===== config.mk =====
export PLATFORM = sky130hd
export DESIGN_NAME = rr_grant_arbiter
export DESIGN_NICKNAME = d
export VERILOG_FILES = /design/src/rtl/rr_arb_pkg.sv /design/src/rtl/grant_decoder.sv /design/src/rtl/rr_grant_arbiter.sv
export SDC_FILE = /design/constraint.sdc
export NUM_CORES = 1
export LEC_CHECK = 0
export ABC_CLOCK_PERIOD_IN_PS = 2400
export CAP_MARGIN = 20
export CORE_UTILIZATION = 38
export CTS_CLUSTER_DIAMETER = 150
export DETAILED_ROUTE_END_ITERATION = 8
export PLACE_DENSITY = 0.61
export RECOVER_POWER = 100
export SLEW_MARGIN = 15
export SYNTH_ARGS = -nofsm -noshare
export SYNTH_HDL_FRONTEND = slang
export SYNTH_HIERARCHICAL = 1
export SYNTH_SLANG_ARGS = --single-unit

===== constraint.sdc =====
create_clock -name clk -period 2.4 [get_ports clk]
set_clock_uncertainty 0.1 [all_clocks]
set_input_delay 0.6 -clock clk [delete_from_list [all_inputs] [get_ports clk]]
set_output_delay 0.6 -clock clk [all_outputs]
set_load 0.01 [all_outputs]

===== src/rtl/rr_arb_pkg.sv =====
// Shared types and the round-robin winner search for rr_grant_arbiter.
package rr_arb_pkg;

    localparam int N_REQ = 4;
    localparam int ID_W  = 2;

    typedef enum logic {
        IDLE = 1'b0,
        BUSY = 1'b1
    } arb_state_t;

    // Returns {found, index}: the first set bit scanning upward from ptr+1, wrapping.
    function automatic logic [ID_W:0] rr_pick(input logic [N_REQ-1:0] req,
                                              input logic [ID_W-1:0]  ptr);
        logic [ID_W:0]   result;
        logic [ID_W-1:0] cand;
        result = '0;
        // Walk from farthest to nearest so the nearest hit is written last.
        for (int i = N_REQ; i >= 1; i--) begin
            cand = ptr + ID_W'(i);
            if (req[cand]) begin
                result = {1'b1, cand};
            end
        end
        return result;
    endfunction

endpackage


===== src/rtl/grant_decoder.sv =====
// Binary holder index plus enable to one-hot grant vector.
module grant_decoder
    import rr_arb_pkg::*;
(
    input  logic [ID_W-1:0]  idx,
    input  logic             en,
    output logic [N_REQ-1:0] onehot
);

    generate
        for (genvar gi = 0; gi < N_REQ; gi++) begin : g_bit
            assign onehot[gi] = en && (idx == ID_W'(gi));
        end
    endgenerate

endmodule


===== src/rtl/rr_grant_arbiter.sv =====
// Four-way round-robin arbiter with sticky grants and registered one-hot output.
// Optional tenure limit enabled by macro ARB_HOLD_LIMIT_EN.
module rr_grant_arbiter
    import rr_arb_pkg::*;
#(
    parameter int MAX_HOLD = 8
) (
    input  logic             clk,
    input  logic             rst_n,
    input  logic [N_REQ-1:0] req,
    output logic [N_REQ-1:0] gnt,
    output logic [ID_W-1:0]  gnt_id,
    output logic             gnt_valid,
    output logic             expired
);

    arb_state_t       state_reg, state_next;
    logic [ID_W-1:0]  gnt_id_reg, gnt_id_next;
    logic [ID_W-1:0]  last_reg, last_next;
    logic [N_REQ-1:0] gnt_reg, gnt_dec;
    logic [ID_W:0]    pick_idle, pick_busy;
    logic             new_grant, rotate, hold_hit;

    assign pick_idle = rr_pick(req, last_reg);
    // Excluding the holder lets the same search serve both release and forced rotation.
    assign pick_busy = rr_pick(req & ~gnt_reg, gnt_id_reg);

    always_comb begin
        state_next  = state_reg;
        gnt_id_next = gnt_id_reg;
        last_next   = last_reg;
        new_grant   = 1'b0;
        rotate      = 1'b0;
        case (state_reg)
            IDLE: begin
                if (pick_idle[ID_W]) begin
                    state_next  = BUSY;
                    gnt_id_next = pick_idle[ID_W-1:0];
                    new_grant   = 1'b1;
                end
            end
            BUSY: begin
                if (!req[gnt_id_reg]) begin
                    last_next = gnt_id_reg;
                    if (pick_busy[ID_W]) begin
                        gnt_id_next = pick_busy[ID_W-1:0];
                        new_grant   = 1'b1;
                    end else begin
                        state_next  = IDLE;
                        gnt_id_next = '0;
                    end
                end else if (hold_hit && pick_busy[ID_W]) begin
                    last_next   = gnt_id_reg;
                    gnt_id_next = pick_busy[ID_W-1:0];
                    new_grant   = 1'b1;
                    rotate      = 1'b1;
                end
            end
            default: begin
                state_next  = IDLE;
                gnt_id_next = '0;
            end
        endcase
    end

    grant_decoder u_grant_decoder (
        .idx    (gnt_id_next),
        .en     (state_next == BUSY),
        .onehot (gnt_dec)
    );

    always_ff @(posedge clk or negedge rst_n) begin
        if (!rst_n) begin
            state_reg  <= IDLE;
            gnt_id_reg <= '0;
            last_reg   <= ID_W'(N_REQ - 1);
            gnt_reg    <= '0;
        end else begin
            state_reg  <= state_next;
            gnt_id_reg <= gnt_id_next;
            last_reg   <= last_next;
            gnt_reg    <= gnt_dec;
        end
    end

`ifdef ARB_HOLD_LIMIT_EN
    localparam logic [7:0] HOLD_LAST = 8'(MAX_HOLD - 1);

    logic [7:0] hold_cnt_reg;
    logic       expired_reg;

    assign hold_hit = (hold_cnt_reg == HOLD_LAST);

    // Counter restarts with every new tenure and saturates when nobody else waits.
    always_ff @(posedge clk or negedge rst_n) begin
        if (!rst_n) begin
            hold_cnt_reg <= '0;
            expired_reg  <= 1'b0;
        end else begin
            expired_reg <= rotate;
            if (state_next == IDLE || new_grant) begin
                hold_cnt_reg <= '0;
            end else if (!hold_hit) begin
                hold_cnt_reg <= hold_cnt_reg + 8'd1;
            end
        end
    end

    assign expired = expired_reg;
`else
    assign hold_hit = 1'b0;
    assign expired  = 1'b0;
`endif

    assign gnt       = gnt_reg;
    assign gnt_id    = gnt_id_reg;
    assign gnt_valid = (state_reg == BUSY);

endmodule


==> results.cfg <==
[cells_and_area]
finalNetCount = 100
drive_above_1_share_pct = 30.11
areaGrowthSynthToFinish_pct = 34.46
largest_register_ff_count = 4
postLayoutCellArea_um2 = 898.4
final-seq-area_um2 = 227.7
num_antenna_cells = 0
utilization_pct = 56.98
multi_input_area_um2 = 410.4
fillers = 151

[min_path]
hp-class = reg2reg
whs_path_depth = 1

[drt]
num_vias = 584
route.final.wire_length_mm = 1.447
viasPerCell = 5.358
met2_wirelength_um = 694
dr.pass1.iters = 6
drc = 0
wl_met3_um = 51
met1_length_um = 700
post_drt_wl_per_cell_um = 13.28
maxUsedRoutingLayer = met3
antenna_left = 0
drt_iter0_drc = 25

[placed_design]
place.gp.congestion = 0.8157
portBuffers = 12
dpl_cell_area_um2 = 862.1
dp_hpwl_mm = 1.135

[pwr]
power-per-cell-area_nw_per_um2 = 1190
peakVddDrop_mv = 0.6283
leakage_nw = 0.3986

[global_route]
grt_pass1_wl_mm = 2.428
grt_pass1_vias = 568
track_usage_pct = 17.00
antenna_found_initial = 0
grt_max_degree = 13
gr-total-overflow = 0

[status]
status = completed

[clocking]
cts_setup_buffers = 0
numCtsBuffers = 3
cts_tree = done
cts-htree-levels = 1
worstSkewPairLatency_ps = 250
cts.root.buffer_cell = clkbuf_4
cts_buffer_depth = 2
clk_pin_slew_ps = 60
clock_sinks = 9

[worst_setup_path]
cp-start-kind = primary input
path_max_fanout = 5
cp.required_ps = 2440
path_class = in2reg
rr_worst_depth = 6
cp.arrival_ps = 2350
end_kind = flop

[sta]
final-setup-viol-count = 0
final-max-slew-violation-count = 0
min_period_ps = 2314
period_share_pct = 96.40
hold_viol_final = 0
fmax_ghz = 0.4322
rsz0062_at_grt = false

[floorplan]
dieArea_um2 = 1930
core_area_um2 = 1577
start_util_pct = 42.38
rows = 14
pin_count = 14
die_y_um = 43.93
die_width_um = 43.93

[yosys]
synth_nets = 75
ys_seq_elements = 9
avgSynthCellArea_um2 = 9.683
yosysWarningCount = 6
ys_seq_area_share_pct = 34.08
yosysUniqueCellTypes = 37
syn_area_um2 = 668.1
syn_inst = 69
synth_top_flop_cell = dfrtp_1
synth-async-reset-ratio_pct = 100.0
synth-edff-count = 0

[run]
drv_cap = 0
==> cells in the mapped netlist (3+ instances only) <==
cell,n,area (µm²)
a21oi_1,4,20.02
dfrtp_1,7,175.2
inv_1,3,11.26
mux2_4,3,45.04
nand2b_1,3,18.77
nor2_1,7,26.28
o21ai_0,3,15.01
==> cell type report <==
type / count / area share [%]
inverters: 3 / 1.253
multi-input cells: 54 / 45.68
flip-flops and latches: 9 / 25.35
well taps: 16 / 2.228
repair buffers: 23 / 22.56
clock buffers: 4 / 2.925
==> worst max-delay path: stages <==
cell             delay (ps)
clkdlybuf4s50_1         540
mux2_1                  210
nor2_2                   50
a31o_4                  220
and4_4                  190
o32ai_4                 320
and3b_1                 220
==> logic make-up after synthesis <==
| logic type | synth area share, % |
|---|---|
| AOI/OAI and AO/OA | 24.35 |
| muxes | 9.737 |
| and+or+nand+nor | 25.28 |
| other | 0.5613 |
| DFF | 34.08 |
| buffers and inverters | 5.991 |
==> layout by cell type (no fill, tap or decap), types with 3 or more instances in the layout <==
| cell | n |
|---|---|
| a21oi_1 | 4 |
| clkdlybuf4s50_1 | 4 |
| inv_1 | 3 |
| o21ai_0 | 3 |
| dlygate4sd3_1 | 8 |
| clkbuf_4 | 3 |
| dfrtp_1 | 7 |
| nor2_1 | 7 |
| buf_4 | 11 |
| nand2b_1 | 3 |
==> power breakdown <==
| group | internal, mW | switching (mW) | leakage (nW) |
|---|---|---|---|
| sequential | 0.234 | 0.108 | 0.106 |
| combinational | 0.367 | 0.251 | 0.278 |
| clock | 0.0636 | 0.0450 | 0.0150 |
==> timing repair <==
| item | 4_1_cts | 5_1_grt |
|---|---|---|
| gates resized for setup | 0 | 2 |
| setup endpoints to repair | 0 | 2 |
| hold buffers | 0 | 0 |
==> metal layers <==
metal	global-route usage, %	vias up
met3	2.917	0
met4	5.455	0
li1	-	298
met1	22.66	275
met2	28.06	11
met5	0	-
==> final timing paths <==
kind / startpoint / to / slack (ps)
worst max register to register: gnt_id[1] / gnt[2] / 350
worst min-delay path: last_reg[0] / last_reg[0] / 540
worst max-delay path: req[0] / gnt[2] / 90
max in group asynchronous: rst_n / last_reg[0] / 1280
min in group asynchronous: rst_n / gnt[0] / 600
worst min register to register: last_reg[0] / last_reg[0] / 540
==> stage by stage <==
stage / hold WS [ps] / TNS [ps] / power (mW) / instances / setup WS [ps]
finish: 537.2 / 0 / 1.069 / 109 / 86.29
detailed placement: 528.3 / -600.9 / 0.9663 / 105 / -172.2
floorplan: 204.4 / 0 / 0.7514 / 69 / 503.4
global route: 555.9 / 0 / 1.163 / 109 / 10.41
CTS: 539.0 / 0 / 1.083 / 109 / 92.97
global placement: 531.6 / -528.6 / 0.9623 / 105 / -162.0
Power figures use the tool's default switching activity.
